$ cat src/rtl/timer_ctrl_pkg.sv
`default_nettype none
// ============================================================================
// Module      : timer_ctrl_pkg
// Description : Shared state encoding and mode constants for timer_ctrl.
// Revision    : 1.0 - initial release
// ============================================================================
package timer_ctrl_pkg;

    typedef enum logic [1:0] {
        ST_IDLE  = 2'd0,
        ST_RUN   = 2'd1,
        ST_PAUSE = 2'd2,
        ST_DONE  = 2'd3
    } state_t;

    localparam logic ONE_SHOT = 1'b0;
    localparam logic PERIODIC = 1'b1;

endpackage
`default_nettype wire

$ cat src/rtl/up_counter_en.sv
`default_nettype none
// ============================================================================
// Module      : up_counter_en
// Description : WIDTH-bit up counter with enable and synchronous clear.
// Revision    : 1.0 - initial release
// ============================================================================
module up_counter_en
    import timer_ctrl_pkg::*;
#(
    parameter int WIDTH = 4
) (
    input  logic             clk,
    input  logic             reset_n,
    input  logic             clr,
    input  logic             en,
    output logic [WIDTH-1:0] q
);

    logic [WIDTH-1:0] r_q;

    // Clear takes priority over enable.
    always_ff @(posedge clk or negedge reset_n) begin
        if (!reset_n) begin
            r_q <= '0;
        end else if (clr) begin
            r_q <= '0;
        end else if (en) begin
            r_q <= r_q + WIDTH'(1);
        end
    end

    assign q = r_q;

endmodule
`default_nettype wire

$ cat src/rtl/timer_ctrl.sv
`default_nettype none
// ============================================================================
// Module      : timer_ctrl
// Description : Prescaled one-shot / periodic timer with pause and sticky irq.
// Revision    : 1.0 - initial release
// ============================================================================
module timer_ctrl
    import timer_ctrl_pkg::*;
#(
    parameter int WIDTH = 4,
    parameter int PSW   = 4
) (
    input  logic             clk,
    input  logic             reset_n,
    input  logic             start,
    input  logic             stop,
    input  logic             pause,
    input  logic             mode,
    input  logic [WIDTH-1:0] period,
    input  logic [PSW-1:0]   prescale,
    input  logic             irq_clr,
    output logic [WIDTH-1:0] count,
    output logic             busy,
    output logic             tc,
    output logic             irq
);

    state_t           r_state;
    logic             r_mode;
    logic [WIDTH-1:0] r_period;
    logic [PSW-1:0]   r_prescale;
    logic             r_tc;
    logic             r_irq;
    logic             r_busy;

    logic [WIDTH-1:0] w_count;
    logic [PSW-1:0]   w_psc;
    logic             w_step;
    logic             w_tick;
    logic             w_term;
    logic             w_cnt_clr;
    logic             w_cnt_en;
    logic             w_psc_clr;
    logic             w_psc_en;

    // Leaving PAUSE with pause low counts on that same edge, so a pause of
    // N cycles delays the terminal count by exactly N cycles.
    assign w_step = !stop && !start && !pause &&
                    ((r_state == ST_RUN) || (r_state == ST_PAUSE));
    assign w_tick = (w_psc == r_prescale);
    assign w_term = w_step && w_tick && (w_count == r_period);

    assign w_cnt_clr = stop || start || (w_term && (r_mode == PERIODIC));
    assign w_cnt_en  = w_step && w_tick && !w_term;
    assign w_psc_clr = stop || start || (w_step && w_tick);
    assign w_psc_en  = w_step && !w_tick;

    up_counter_en #(.WIDTH(WIDTH)) u_count (
        .clk     (clk),
        .reset_n (reset_n),
        .clr     (w_cnt_clr),
        .en      (w_cnt_en),
        .q       (w_count)
    );

    up_counter_en #(.WIDTH(PSW)) u_prescaler (
        .clk     (clk),
        .reset_n (reset_n),
        .clr     (w_psc_clr),
        .en      (w_psc_en),
        .q       (w_psc)
    );

    always_ff @(posedge clk or negedge reset_n) begin
        if (!reset_n) begin
            r_state    <= ST_IDLE;
            r_mode     <= ONE_SHOT;
            r_period   <= '0;
            r_prescale <= '0;
            r_tc       <= 1'b0;
            r_irq      <= 1'b0;
            r_busy     <= 1'b0;
        end else begin
            r_tc <= 1'b0;
            // Set wins over a simultaneous clear.
            if (w_term) begin
                r_irq <= 1'b1;
            end else if (irq_clr) begin
                r_irq <= 1'b0;
            end

            if (stop) begin
                r_state <= ST_IDLE;
                r_busy  <= 1'b0;
            end else if (start) begin
                r_mode     <= mode;
                r_period   <= period;
                r_prescale <= prescale;
                r_state    <= ST_RUN;
                r_busy     <= 1'b1;
            end else begin
                case (r_state)
                    ST_RUN, ST_PAUSE: begin
                        if (pause) begin
                            r_state <= ST_PAUSE;
                        end else if (w_term) begin
                            r_tc <= 1'b1;
                            if (r_mode == PERIODIC) begin
                                r_state <= ST_RUN;
                            end else begin
                                r_state <= ST_DONE;
                                r_busy  <= 1'b0;
                            end
                        end else begin
                            r_state <= ST_RUN;
                        end
                    end
                    default: begin
                        r_state <= r_state;
                    end
                endcase
            end
        end
    end

    assign count = w_count;
    assign busy  = r_busy;
    assign tc    = r_tc;
    assign irq   = r_irq;

endmodule
`default_nettype wire
$ cat config.mk
export PLATFORM = sky130hd
export DESIGN_NAME = timer_ctrl
export DESIGN_NICKNAME = d
export VERILOG_FILES = /design/src/rtl/timer_ctrl_pkg.sv /design/src/rtl/up_counter_en.sv /design/src/rtl/timer_ctrl.sv
export SDC_FILE = /design/constraint.sdc
export NUM_CORES = 1
export LEC_CHECK = 0
export ABC_CLOCK_PERIOD_IN_PS = 1600
export BUFFER_PORTS_ARGS = -buffer_cell sky130_fd_sc_hd__clkbuf_2
export CAP_MARGIN = 20
export CORE_AREA = 2 2 56 58
export DETAILED_ROUTE_END_ITERATION = 8
export DIE_AREA = 0 0 58 60
export SLEW_MARGIN = 40
export SYNTH_ARGS = -nofsm -noshare
export SYNTH_HDL_FRONTEND = slang
export SYNTH_SLANG_ARGS = --single-unit
$ cat constraint.sdc
create_clock -name clk -period 1.6 [get_ports clk]
set_input_delay 0.32 -clock clk [delete_from_list [all_inputs] [get_ports clk]]
set_output_delay 0.32 -clock clk [all_outputs]
set_load 0.01 [all_outputs]
Word-level counts from Yosys, hierarchy flattened:

Index checks and enable logic that the tools add are counted.

* memories: 0
* logic and storage cells: 66
* input port bits: 15
* latch bits: 0
* output and inout bits: 7
* bits in read-only memories: 0
* memory bits (writable): 0
* register bits after elaboration: 22

* eq/ne operators: 6
* reductions and logical operators: 25
* order comparisons: 0
* mux-type cells: 23
* shift-type cells: 0
* div/mod/pow operators: 0
* add/subtract/negate cells: 2
* $mul: 0
* bitwise operators: 1

Operators by type and width (count)
* $mux W4: 4
* $mux W1: 13
* $mux W2: 6
* $add A4 B1 Y4 const B: 2
* $eq A4 B4 Y1: 2
* $logic_and A1 B1 Y1: 8
* $ne A3 B3 Y1 const B: 2
* $reduce_bool A2 Y1: 3
* $reduce_bool A3 Y1: 2
* $logic_not A1 Y1: 5
* $logic_or A1 B1 Y1: 4
* $reduce_and A4 Y1: 1
* $eq A2 B1 Y1 const B: 1
* $eq A2 B2 Y1 const B: 1
* $reduce_and A2 Y1: 1
* $reduce_or A2 Y1: 1
* $not A1 Y1: 1

Depth between registers and ports, before layout:

* word-level depth: 11
* depth in mapped cells: 5
* gate-level depth less buffers: 4

Modules after synthesis:

A second synthesis with hierarchy kept.

* cell total of the unflattened synthesis: 91
* area, all modules: 1076.0 um^2

By module, submodules not included
* timer_ctrl: seq. area each 350.3 um^2, instances 1, cells an instance 59, area an instance 690.7 um^2
* up_counter_en: seq. area each 100.1 um^2, instances 2, cells an instance 16, area an instance 192.7 um^2

Least setup slack after synthesis:

Ideal clock, no wire load.

* path type: flip-flop to flip-flop
* from: register u_prescaler.r_q[3] (netlist: u_prescaler.q[3])
* to: register u_prescaler.r_q[1] (netlist: u_prescaler.q[1])
* cell stages (with the launch flop): 5
* data arrival time: 1356 ps
* buffers on the path: 0
* setup time: 122 ps
* setup slack: 122 ps
* clock period less this slack: 1478 ps
* required time: 1478 ps
* cell sequence: dfrtp_1 -> xor2_1 -> nor4_4 -> nor2_1 -> a32o_1

* cells in the longest elaborated chain, start to end: 4
* elaborated cells on any way between the ends: 7
* classes of those cells: 1 x eq/ne; 1 x mux; 5 x reduce/logical

RTL lines
* from (decl): RTL line up_counter_en.sv:19 `logic [WIDTH-1:0] r_q;`
* from (signal assigned): RTL line up_counter_en.sv:28 `r_q <= r_q + WIDTH'(1);`
* $eq A4 B4 Y1 *: RTL line timer_ctrl.sv:50 `assign w_tick = (w_psc == r_prescale);`
* $logic_and A1 B1 Y1 or $logic_not A1 Y1 (tied branches): RTL line timer_ctrl.sv:55, timer_ctrl.sv:56
* $logic_or A1 B1 Y1 or $logic_and A1 B1 Y1 (tied branches): RTL line timer_ctrl.sv:55, timer_ctrl.sv:56
* $mux W4 or $reduce_bool A2 Y1 (tied branches)

Every way passes the cells marked *; elsewhere a longest branch is shown, timed or not.
A chain may end at the register's enable or synchronous reset.

Worst setup path in the final report:

* from: register u_prescaler.r_q[0] (netlist: u_prescaler.q[0])
* to: register u_count.r_q[3] (netlist: u_count.q[3])

* cells in the longest elaborated chain, start to end: 6
* elaborated cells on any way between the ends: 9
* classes of those cells: 1 x eq/ne; 1 x mux; 7 x reduce/logical

RTL lines
* $eq A4 B4 Y1 *: RTL line timer_ctrl.sv:50
* $logic_and A1 B1 Y1 *: RTL line timer_ctrl.sv:51, timer_ctrl.sv:54
* $logic_and A1 B1 Y1: RTL line timer_ctrl.sv:51 `assign w_term = w_step && w_tick && (w_count == r_period);`
* $logic_and A1 B1 Y1 or $logic_not A1 Y1 (tied branches): RTL line timer_ctrl.sv:53, timer_ctrl.sv:54
* $logic_or A1 B1 Y1 or $logic_and A1 B1 Y1 (tied branches): RTL line timer_ctrl.sv:53, timer_ctrl.sv:54
* $mux W4 or $reduce_bool A2 Y1 (tied branches)
* to (signal assigned): RTL line up_counter_en.sv:28
* to (decl): RTL line up_counter_en.sv:19

Marks and branches as above.

==> impl_metrics.csv <==
group,metric,value,unit
sta,period_minus_slack,1530,ps
floorplan,die_area,3480,um2
synthesis,synth_edf_count,0,
clocking,htreeDepth,1,
synthesis,synth_cells,98,
clocking,clockRootBuffer,"clkbuf_4",
sta,hold_viol_final,0,
global_routing,antenna_found_initial,0,
synthesis,synth_top_family_by_area,"simple AND/OR/NAND/NOR gates",
sta,period_share,95.3,%
synthesis,synth_async_sr_flop_share,100,%
setup_path,critPathKind,"register to register",
floorplan,core_area,2900,um2
sta,setup_viol,0,
finish,layout-drive-gt1-share,40.6,%
detailed_routing,dr_wl_met3,75,um
synthesis,synth_area_leaders,"dfrtp_1 49%, mux2_2 9.0%, nor2_1 3.7%",
power_and_ir_drop,power,1.06,mW
synthesis,post-synth-top-area-cell,"dfrtp_1",
detailed_routing,wirelength,2.29,mm
detailed_routing,antenna_left,0,
finish,nets,152,
synthesis,yosys_register_bits,22,
power_and_ir_drop,power.density,761,nW/um2
power_and_ir_drop,ir_worst_vdd,0.622,mV
clocking,clkSinkCount,22,
synthesis,synthFlopType,"dfrtp_1",
placement,place.gp.congestion,0.854,
power_and_ir_drop,leakage,0.642,nW
sta,slew_viol_final,0,
detailed_routing,dr_wl_met2,1.09,mm
global_routing,overflow,0,
clocking,clk_pin_slew,120,ps
sta,fmax,0.656,GHz
detailed_routing,vias,906,
clocking,cts_tree,"yes",
global_routing,grt_max_degree,23,
floorplan,rows,20,
finish,diodes,0,
floorplan,die_x,58,um
synthesis,synthDominantCellAreaShare,49.1,%
synthesis,synth_fa_ha_area_share,2.23,%
detailed_routing,drtIter0Drc,22,
detailed_routing,drc,0,
synthesis,synthTopCellsByCount,"22 x dfrtp_1, 11 x nor2_1, 9 x mux2_2",
finish,final_area,1390,um2
clocking,cts_buffer_depth,2,
detailed_routing,first_pass_iters,4,
global_routing,grt_usage,15.2,%
floorplan,dieHeight,60,um
sta,worst_slew_pin_slew,549,ps
placement,io_buffers,21,
setup_path,path_max_fanout,5,
synthesis,synth_warnings,0,
sta,skew,14.5,ps
sta,setup-tns-final,0,ps
detailed_routing,vias_per_cell,5.46,
clocking,clk_latency,310,ps
run_status,status,"finished, final reports clean",
synthesis,synthMuxAreaShare,9.03,%
synthesis,synth_xor_area_share,7.69,%
clocking,cts_buffers,3,
setup_path,crit_path_end_kind,"register",
synthesis,synth_area,1120,um2
setup_path,crit_path_start_kind,"register",
synthesis,synth_compound_area_share,12.7,%
global_routing,grt_pass1_wl,4.02,mm
setup_path,cp.arrival,1700,ps
floorplan,ios,22,
flow_run,drv_cap,0,
sta,relSlewSlack,63.4,%
setup_path,cp.required,1770,ps
floorplan,floorplan.initialDensity,38.7,%
finish,areaGrowthSynthToFinish,23.7,%
synthesis,synth_most_common_cell,"dfrtp_1",
placement,dpl-instance-area,1330,um2
synthesis,syn_nets,115,
synthesis,synth_cell_type_count,34,
detailed_routing,avgRoutedWirePerCell,13.8,um
placement,place_hpwl,1.74,mm
synthesis,avgSynthCellArea,11.5,um2
synthesis,synth_simple_gate_area_share,17.7,%
synthesis,yosysSeqAreaShare,49.1,%
detailed_routing,dr.max_layer_used,"met4",
global_routing,grt_pass1_vias,894,
detailed_routing,met1_length,1.09,mm
worst_hold_path,holdCritPathClass,"input pin to register",
cell families (layout without fill, tap and decap cells):
logic type,after synthesis,in the layout
mux,9,9
compound gates,17,17
buf+inv,4,39
xor+xnor,9,9
fa+ha+maj,2,2
flops,22,22
simple gates,35,35
registers in the layout, summed over array words and instances, names as in the netlist:
register       flops
r_period           4
busy               1
u_count.q          4
irq                1
r_prescale         4
tc                 1
r_state            2
u_prescaler.q      4
r_mode             1
where the power goes:
part           internal (mW)  total, mW  switching (mW)  leakage, nW
clock                 0.0878      0.244           0.157       0.0138
combinational         0.0950      0.189          0.0936        0.344
sequential             0.595      0.624          0.0293        0.284
layer usage:
layer / track usage [%] / up-vias
met2: 24.0 / 18
met4: 3.65 / 0
li1: - / 434
met1: 20.7 / 450
met5: 0 / -
met3: 4.55 / 4
worst max-delay path: stages (launching register included):
cell	delay (ps)
dfrtp_1	410
xor2_1	180
nor4_4	300
buf_4	180
o211a_4	180
o221ai_1	130
worst paths after layout:
check	start	slack, ps	end	depth (start not counted)
max	u_prescaler.q[0]	70	u_count.q[3]	5
min	irq_clr	190	irq	2
max reg2reg	u_prescaler.q[0]	70	u_count.q[3]	5
min reg2reg	r_period[2]	540	r_period[2]	1
max in group asynchronous	reset_n	710	u_prescaler.q[3]	2
min in group asynchronous	reset_n	520	u_count.q[1]	2
stage by stage:
step                      setup WS, ps  instances  utilization (%)  hold slack, ps
after floorplan                    122         98                -            24.4
after global placement            63.6        159             45.7             328
after detailed placement         0.947        159             45.7             328
after CTS                         46.2        166             47.6             192
after global routing            -0.172        166             47.8             182
final                             74.5        166             47.8             194
layout make-up:
cell class,instances,area (um2)
clock buffers,3,22.5
well taps,33,41.3
flip-flops and latches,22,551
multi-input cells,72,562
inverters,2,7.51
fillers,263,1510
repair buffers,34,205
cell usage in the layout, fill, tap and decap left out, drive strengths merged, types with 2 or more instances in the layout:
| cell type | instances |
|---|---|
| inv | 2 |
| mux2 | 9 |
| o32ai | 2 |
| ha | 2 |
| nor3 | 4 |
| buf | 12 |
| clkbuf | 24 |
| nand2 | 7 |
| a22o | 3 |
| nand3 | 3 |
| dfrtp | 22 |
| nor2 | 11 |
| xnor2 | 5 |
| or2 | 2 |
| o21ai | 3 |
| nand4 | 3 |
| xor2 | 4 |
timing repair:
action                     CTS  global route
buffers inserted             3             0
resized for setup            0             1
setup endpoints to repair    1             1
hold buffers                 1             0
pin swaps                    1             0
hold endpoints to repair    22             0
Power figures use the tool's default switching activity.
